File: config.mk
export PLATFORM = sky130hd
export DESIGN_NAME = hex_display_scan
export DESIGN_NICKNAME = d
export VERILOG_FILES = /design/src/rtl/hex_display_pkg.sv /design/src/rtl/hex_seg_lut.sv /design/src/rtl/hex_display_scan.sv
export SDC_FILE = /design/constraint.sdc
export NUM_CORES = 1
export LEC_CHECK = 0
export CORE_MARGIN = 4
export CORE_UTILIZATION = 55
export DETAILED_ROUTE_END_ITERATION = 10
export GPL_TIMING_DRIVEN = 1
export PLACE_DENSITY = 0.79
export SKIP_CTS_REPAIR_TIMING = 1
export SLEW_MARGIN = 20
export SYNTH_ARGS = -nofsm -noshare
export SYNTH_HDL_FRONTEND = slang
export SYNTH_SLANG_ARGS = --single-unit
File: constraint.sdc
create_clock -name clk -period 3.2 [get_ports clk]
set_input_delay 0.64 -clock clk [delete_from_list [all_inputs] [get_ports clk]]
set_output_delay 0.64 -clock clk [all_outputs]
set_load 0.1 [all_outputs]
File: src/rtl/hex_display_pkg.sv
// Shared constants for the scanned hex display: active-low glyph table and
// the nibble-to-segment lookup function.
package hex_display_pkg;

   localparam logic [6:0] SEG_OFF = 7'b1111111;

   // Segment order {g,f,e,d,c,b,a}, active-low; entry 0 is the rightmost element.
   localparam logic [15:0][6:0] GLYPH_TABLE = {
      7'b0001110,  // F
      7'b0000110,  // E
      7'b0100001,  // d
      7'b1000110,  // C
      7'b0000011,  // b
      7'b0001000,  // A
      7'b0011000,  // 9
      7'b0000000,  // 8
      7'b1111000,  // 7
      7'b0000010,  // 6
      7'b0010010,  // 5
      7'b0011001,  // 4
      7'b0110000,  // 3
      7'b0100100,  // 2
      7'b1111001,  // 1
      7'b1000000   // 0
   };

   function automatic logic [6:0] seg_glyph(input logic [3:0] nibble);
      return GLYPH_TABLE[nibble];
   endfunction

endpackage

File: src/rtl/hex_seg_lut.sv
// Combinational hex nibble to active-low seven-segment pattern.
module hex_seg_lut
   import hex_display_pkg::*;
(
   input  logic [3:0] nibble,
   output logic [6:0] seg
);

   assign seg = seg_glyph(nibble);

endmodule

File: src/rtl/hex_display_scan.sv
// Time-multiplexed common-anode hex display driver with double-buffered
// contents, leading-zero suppression and per-slot anti-ghosting blanking.
module hex_display_scan
   import hex_display_pkg::*;
#(
   parameter int DIGITS       = 4,
   parameter int REFRESH_DIV  = 50000,
   parameter int BLANK_CYCLES = 2
) (
   input  logic                  clk,
   input  logic                  rst,
   input  logic [4*DIGITS-1:0]   value,
   input  logic [DIGITS-1:0]     dp,
   input  logic [DIGITS-1:0]     digit_en,
   input  logic                  lz_en,
   input  logic                  load,
   output logic [6:0]            seg,
   output logic                  dp_n,
   output logic [DIGITS-1:0]     an,
   output logic                  pending,
   output logic                  frame_done
);

   localparam int CNT_W = (REFRESH_DIV > 1) ? $clog2(REFRESH_DIV) : 1;
   localparam int IDX_W = (DIGITS > 1) ? $clog2(DIGITS) : 1;
   localparam logic [CNT_W:0] BLANK_LIM = (CNT_W+1)'(BLANK_CYCLES);

   logic [CNT_W-1:0]    cnt;
   logic [IDX_W-1:0]    idx;
   logic                tick;
   logic                boundary;
   logic [4*DIGITS-1:0] pend_value;
   logic [DIGITS-1:0]   pend_dp;
   logic [4*DIGITS-1:0] shadow_value;
   logic [DIGITS-1:0]   shadow_dp;
   logic [3:0]          nibble;
   logic [6:0]          glyph;
   logic                blank;
   logic                suppressed;
   logic [6:0]          seg_next;
   logic                dp_next;
   logic [DIGITS-1:0]   an_next;

   assign tick     = (cnt == CNT_W'(REFRESH_DIV - 1));
   assign boundary = tick && (idx == IDX_W'(DIGITS - 1));

   always_ff @(posedge clk or posedge rst) begin
      if (rst) begin
         cnt <= '0;
         idx <= '0;
      end else begin
         cnt <= tick ? '0 : cnt + 1'b1;
         if (boundary)
            idx <= '0;
         else if (tick)
            idx <= idx + 1'b1;
      end
   end

   // A load landing on the boundary bypasses the pending stage entirely.
   always_ff @(posedge clk or posedge rst) begin
      if (rst) begin
         pend_value   <= '0;
         pend_dp      <= '0;
         shadow_value <= '0;
         shadow_dp    <= '0;
         pending      <= 1'b0;
      end else if (load) begin
         if (boundary) begin
            shadow_value <= value;
            shadow_dp    <= dp;
            pending      <= 1'b0;
         end else begin
            pend_value <= value;
            pend_dp    <= dp;
            pending    <= 1'b1;
         end
      end else if (boundary && pending) begin
         shadow_value <= pend_value;
         shadow_dp    <= pend_dp;
         pending      <= 1'b0;
      end
   end

   assign nibble     = 4'(shadow_value >> {idx, 2'b00});
   assign blank      = ({1'b0, cnt} < BLANK_LIM);
   // Suppressed when this nibble and every more-significant one are zero.
   assign suppressed = lz_en && (idx != '0) && ((shadow_value >> {idx, 2'b00}) == '0);

   hex_seg_lut u_lut (
      .nibble (nibble),
      .seg    (glyph)
   );

   always_comb begin
      an_next  = '1;
      seg_next = SEG_OFF;
      dp_next  = 1'b1;
      if (!blank) begin
         an_next = ~(DIGITS'(1) << idx);
         if (digit_en[idx]) begin
            dp_next = ~shadow_dp[idx];
            if (!suppressed)
               seg_next = glyph;
         end
      end
   end

   always_ff @(posedge clk or posedge rst) begin
      if (rst) begin
         seg        <= SEG_OFF;
         dp_n       <= 1'b1;
         an         <= '1;
         frame_done <= 1'b0;
      end else begin
         seg        <= seg_next;
         dp_n       <= dp_next;
         an         <= an_next;
         frame_done <= boundary;
      end
   end

endmodule

==> impl_results.md <==
- PortBufs: a little over 40
- Initial drt markers: around 160
- Synth cell count leaders: dfrtp_1 (60), nor2_1 (36), a21oi_1 (22), mux2i_1 (22), nand2_1 (21)
- Nets: 382
- CTS Sinks: 72
- Final WS setup: 0.647 ns
- Layout cell share with drive strength beyond 1: 22.9%
- Worst slew pin tran: just over 0.4 ns
- Initial core utilization: 58.0%
- Root buf cell: clkbuf_8
- DP HPWL: approximately 4300 um
- Global-route wire length before repair: around 11000 um
- Core Area: ~6100 um2
- Avg Cell Area, Syn: about 12 um2
- Max Transition Viols Final: 0
- Final setup viols: 0
- Post-Syn Instances: 302
- Cell taking the most area after synthesis: dfrtp_1
- DRC viols: 0
- HP Class: reg -> reg
- Switching Share: around 24%
- Number of synthesized flops with an enable pin: 0
- Kind of critical path: reg -> reg
- Status: finished, final reports clean
- Antenna Nets Post-Route: 0
- Die W: around 88 um
- Leakage: ~1.8 nW
- N_diodes: 0
- Sequential power share: a little over half
- Final TNS setup: 0 ns
- Cell Rows: 28
- CTS Buf Count: 9
- Worst-Skew Late Latency: approximately 0.34 ns
- Mapped cell area: 3540 um2
- Relative slew slack: about 73%
- Worst Path Buf+Inv: 1
- Gpl congestion: slightly below 0.9
- Clock Skew: roughly 0.0074 ns
- Post-synthesis sequential area ratio: ~51%
- Setup crit start kind: flop
- CTS tree: done
- Vias per cell: roughly 5.5
- Peak Freq: about 0.39 GHz
- Tcrit/Tclk final: between 70% and 80%
- Total of max-cap violations: 0
- #FFs+latches synth: 72
- Largest net degree at the start of global routing: 73
- Clock Path Buffers: 2
- Routed via count: around 2300
- Worst endpoint required time: around 3.5 ns
- Psw: between 0.4 and 0.5 mW
- Final min period: between 2 and 3 ns
- Cell family with most CP delay: multiplexers
- Top_reg_cell synth: dfrtp_1
- CP peak stage delay: 0.71 ns
- Worst-path clk slew: around 0.07 ns
- CP max FO: 9
- Antenna violations before repair: 0
- IO Pins: 42
- Area contributors post-synth: dfrtp_1 (42%), dfstp_2 (8.9%), mux2i_1 (6.2%)
- Async set or reset register ratio after synthesis: between 90% and 100%
- Yosys warnings: 0
- H-tree depth: 3
- Crit path DAT: about 2.8 ns
- Pwr dens: about 420 nW/um2
- Die Footprint: roughly 8000 um2
- Worst Setup Slack post-DPL: 0.652 ns
- Slowest-stage cell, CP: mux4_1
- CP Capture Type: flop
- Fill cell count: ~470
- 1st-pass router iterations: 4
- GRT Resource Usage Total: 17.7%
- RSZ-0062 raised after global routing: no
- Clock power frac: between 30% and 40%
- Vias in the first global route: roughly 2300
- Final Util: roughly 68%
- Comb power frac: 9.7%
- VDD IR max: about 0.00037 V
- Int Power: 1.32 mW
- Routed len/inst: about 15 um
- Share of the synthesized area in the top cell type: about 42%
- Most frequent cell after synthesis: dfrtp_1
- Yosys cell types: 44
- CP cell instances: mux4_1 > inv_1 > ha_1 > nor4b_1 > nand2_1 > a211oi_1 > nor2_1 > o311ai_1
- Synth-to-layout area growth: 16.7%
- Die height: between 80 and 90 um
- Final Hold Viols: 0
- Synth Net Count: 340
- Overflow after GRT: 0
- Routed WL: about 6300 um
==> flip-flops by register name (all words and copies together), names as in the netlist <==
| name | flops |
|---|---|
| shadow_value | 16 |
| cnt | 16 |
| pend_value | 16 |
| idx | 2 |
| seg | 7 |
| pending | 1 |
| pend_dp | 4 |
| frame_done | 1 |
| an | 4 |
| shadow_dp | 4 |
| dp_n | 1 |
==> stage by stage <==
stage	instance area (um2)	power, mW	instances	hold WS, ns
2_1_floorplan	3540	1.08	302	0.433
3_3_place_gp	3950	1.14	408	0.450
3_5_place_dp	3950	1.14	408	0.460
4_1_cts	4130	1.77	424	0.470
5_1_grt	4130	1.83	424	0.487
6_report	4130	1.74	424	0.469
==> per-layer routing <==
metal | share of wire, % | wire length (um) | global-route usage, % | vias up
li1 | - | - | - | 1141
met1 | 46 | 2880 | 23.6 | 1131
met2 | 48 | 2980 | 27.5 | 54
met3 | 5.3 | 330 | 6.02 | 8
met4 | 1.1 | 72 | 5.36 | 0
met5 | 0 | 0 | 0 | -
==> layout by cell type (no fill, tap or decap), types with 2 or more instances in the layout <==
| cell | Yosys | final |
|---|---|---|
| dfrtp_1 | 60 | 60 |
| mux4_2 | 2 | 2 |
| clkbuf_8 | 0 | 10 |
| mux2_4 | 8 | 8 |
| and3_1 | 3 | 3 |
| inv_1 | 9 | 8 |
| xor2_1 | 5 | 5 |
| dfstp_2 | 12 | 12 |
| clkdlybuf4s50_1 | 0 | 27 |
| buf_4 | 2 | 17 |
| mux2i_1 | 22 | 22 |
| nor3_1 | 3 | 3 |
| xnor2_1 | 8 | 8 |
| mux4_1 | 4 | 4 |
| nor4_1 | 7 | 7 |
| o211ai_1 | 2 | 2 |
| nor2_1 | 36 | 36 |
| o21ai_0 | 6 | 6 |
| nand2_1 | 21 | 21 |
| ha_1 | 10 | 10 |
| nand3_1 | 13 | 13 |
| clkinv_2 | 0 | 4 |
| clkinvlp_4 | 0 | 2 |
| nor3_2 | 2 | 2 |
| nor2b_1 | 2 | 2 |
| a21oi_1 | 22 | 22 |
| mux2_2 | 14 | 14 |
==> worst reg2reg max path: cells and delay by family (launching register included) <==
family | cells | cell delay [ns]
muxes | 1 | 0.71
DFF | 1 | 0.59
and+or+nand+nor | 3 | 0.47
AOI/OAI and AO/OA | 2 | 0.35
adders and majority gates | 1 | 0.20
buffers and inverters | 1 | 0.14
==> power by group through the flow <==
stage	Sequential (mW)	Combinational, mW	Clock (mW)
floorplan	0.999	0.0815	0
global placement	0.971	0.169	0
detailed placement	0.972	0.170	0
CTS	0.955	0.171	0.644
global route	0.959	0.182	0.686
finish	0.956	0.168	0.617
==> cell families (layout without fill, tap and decap cells) <==
| family | count (synthesis) | in the layout | share of synthesized area, % |
|---|---|---|---|
| simple gates | 98 | 98 | 14.0 |
| flops | 72 | 72 | 51.4 |
| fa+ha+maj | 10 | 10 | 3.54 |
| buf+inv | 23 | 70 | 3.64 |
| xor+xnor | 13 | 13 | 3.22 |
| mux | 50 | 50 | 18.3 |
| compound gates | 36 | 36 | 5.94 |
==> layout make-up <==
cell class              instances  area (um2)  share of cell area [%]
clock buffers                  10         138                    3.34
clock inverters                 6        35.0                   0.849
inverters                       9        33.8                   0.819
multi-input cells             207        1590                    38.6
flip-flops and latches         72        1820                    44.0
well taps                      75        93.8                    2.27
repair buffers                 45         418                    10.1
==> final timing paths <==
path                              from             to  slack [ns]  depth (start not counted)
worst max-delay path            idx[0]         seg[2]        0.65                          8
worst min-delay path            cnt[0]         cnt[0]        0.47                          1
worst max register to register  idx[0]         seg[2]        0.65                          8
worst min register to register  cnt[0]         cnt[0]        0.47                          1
max in group asynchronous          rst          an[3]        2.20                          3
min in group asynchronous          rst  pend_value[9]        0.70                          3
Note: power is estimated with default switching activity, not from simulation.
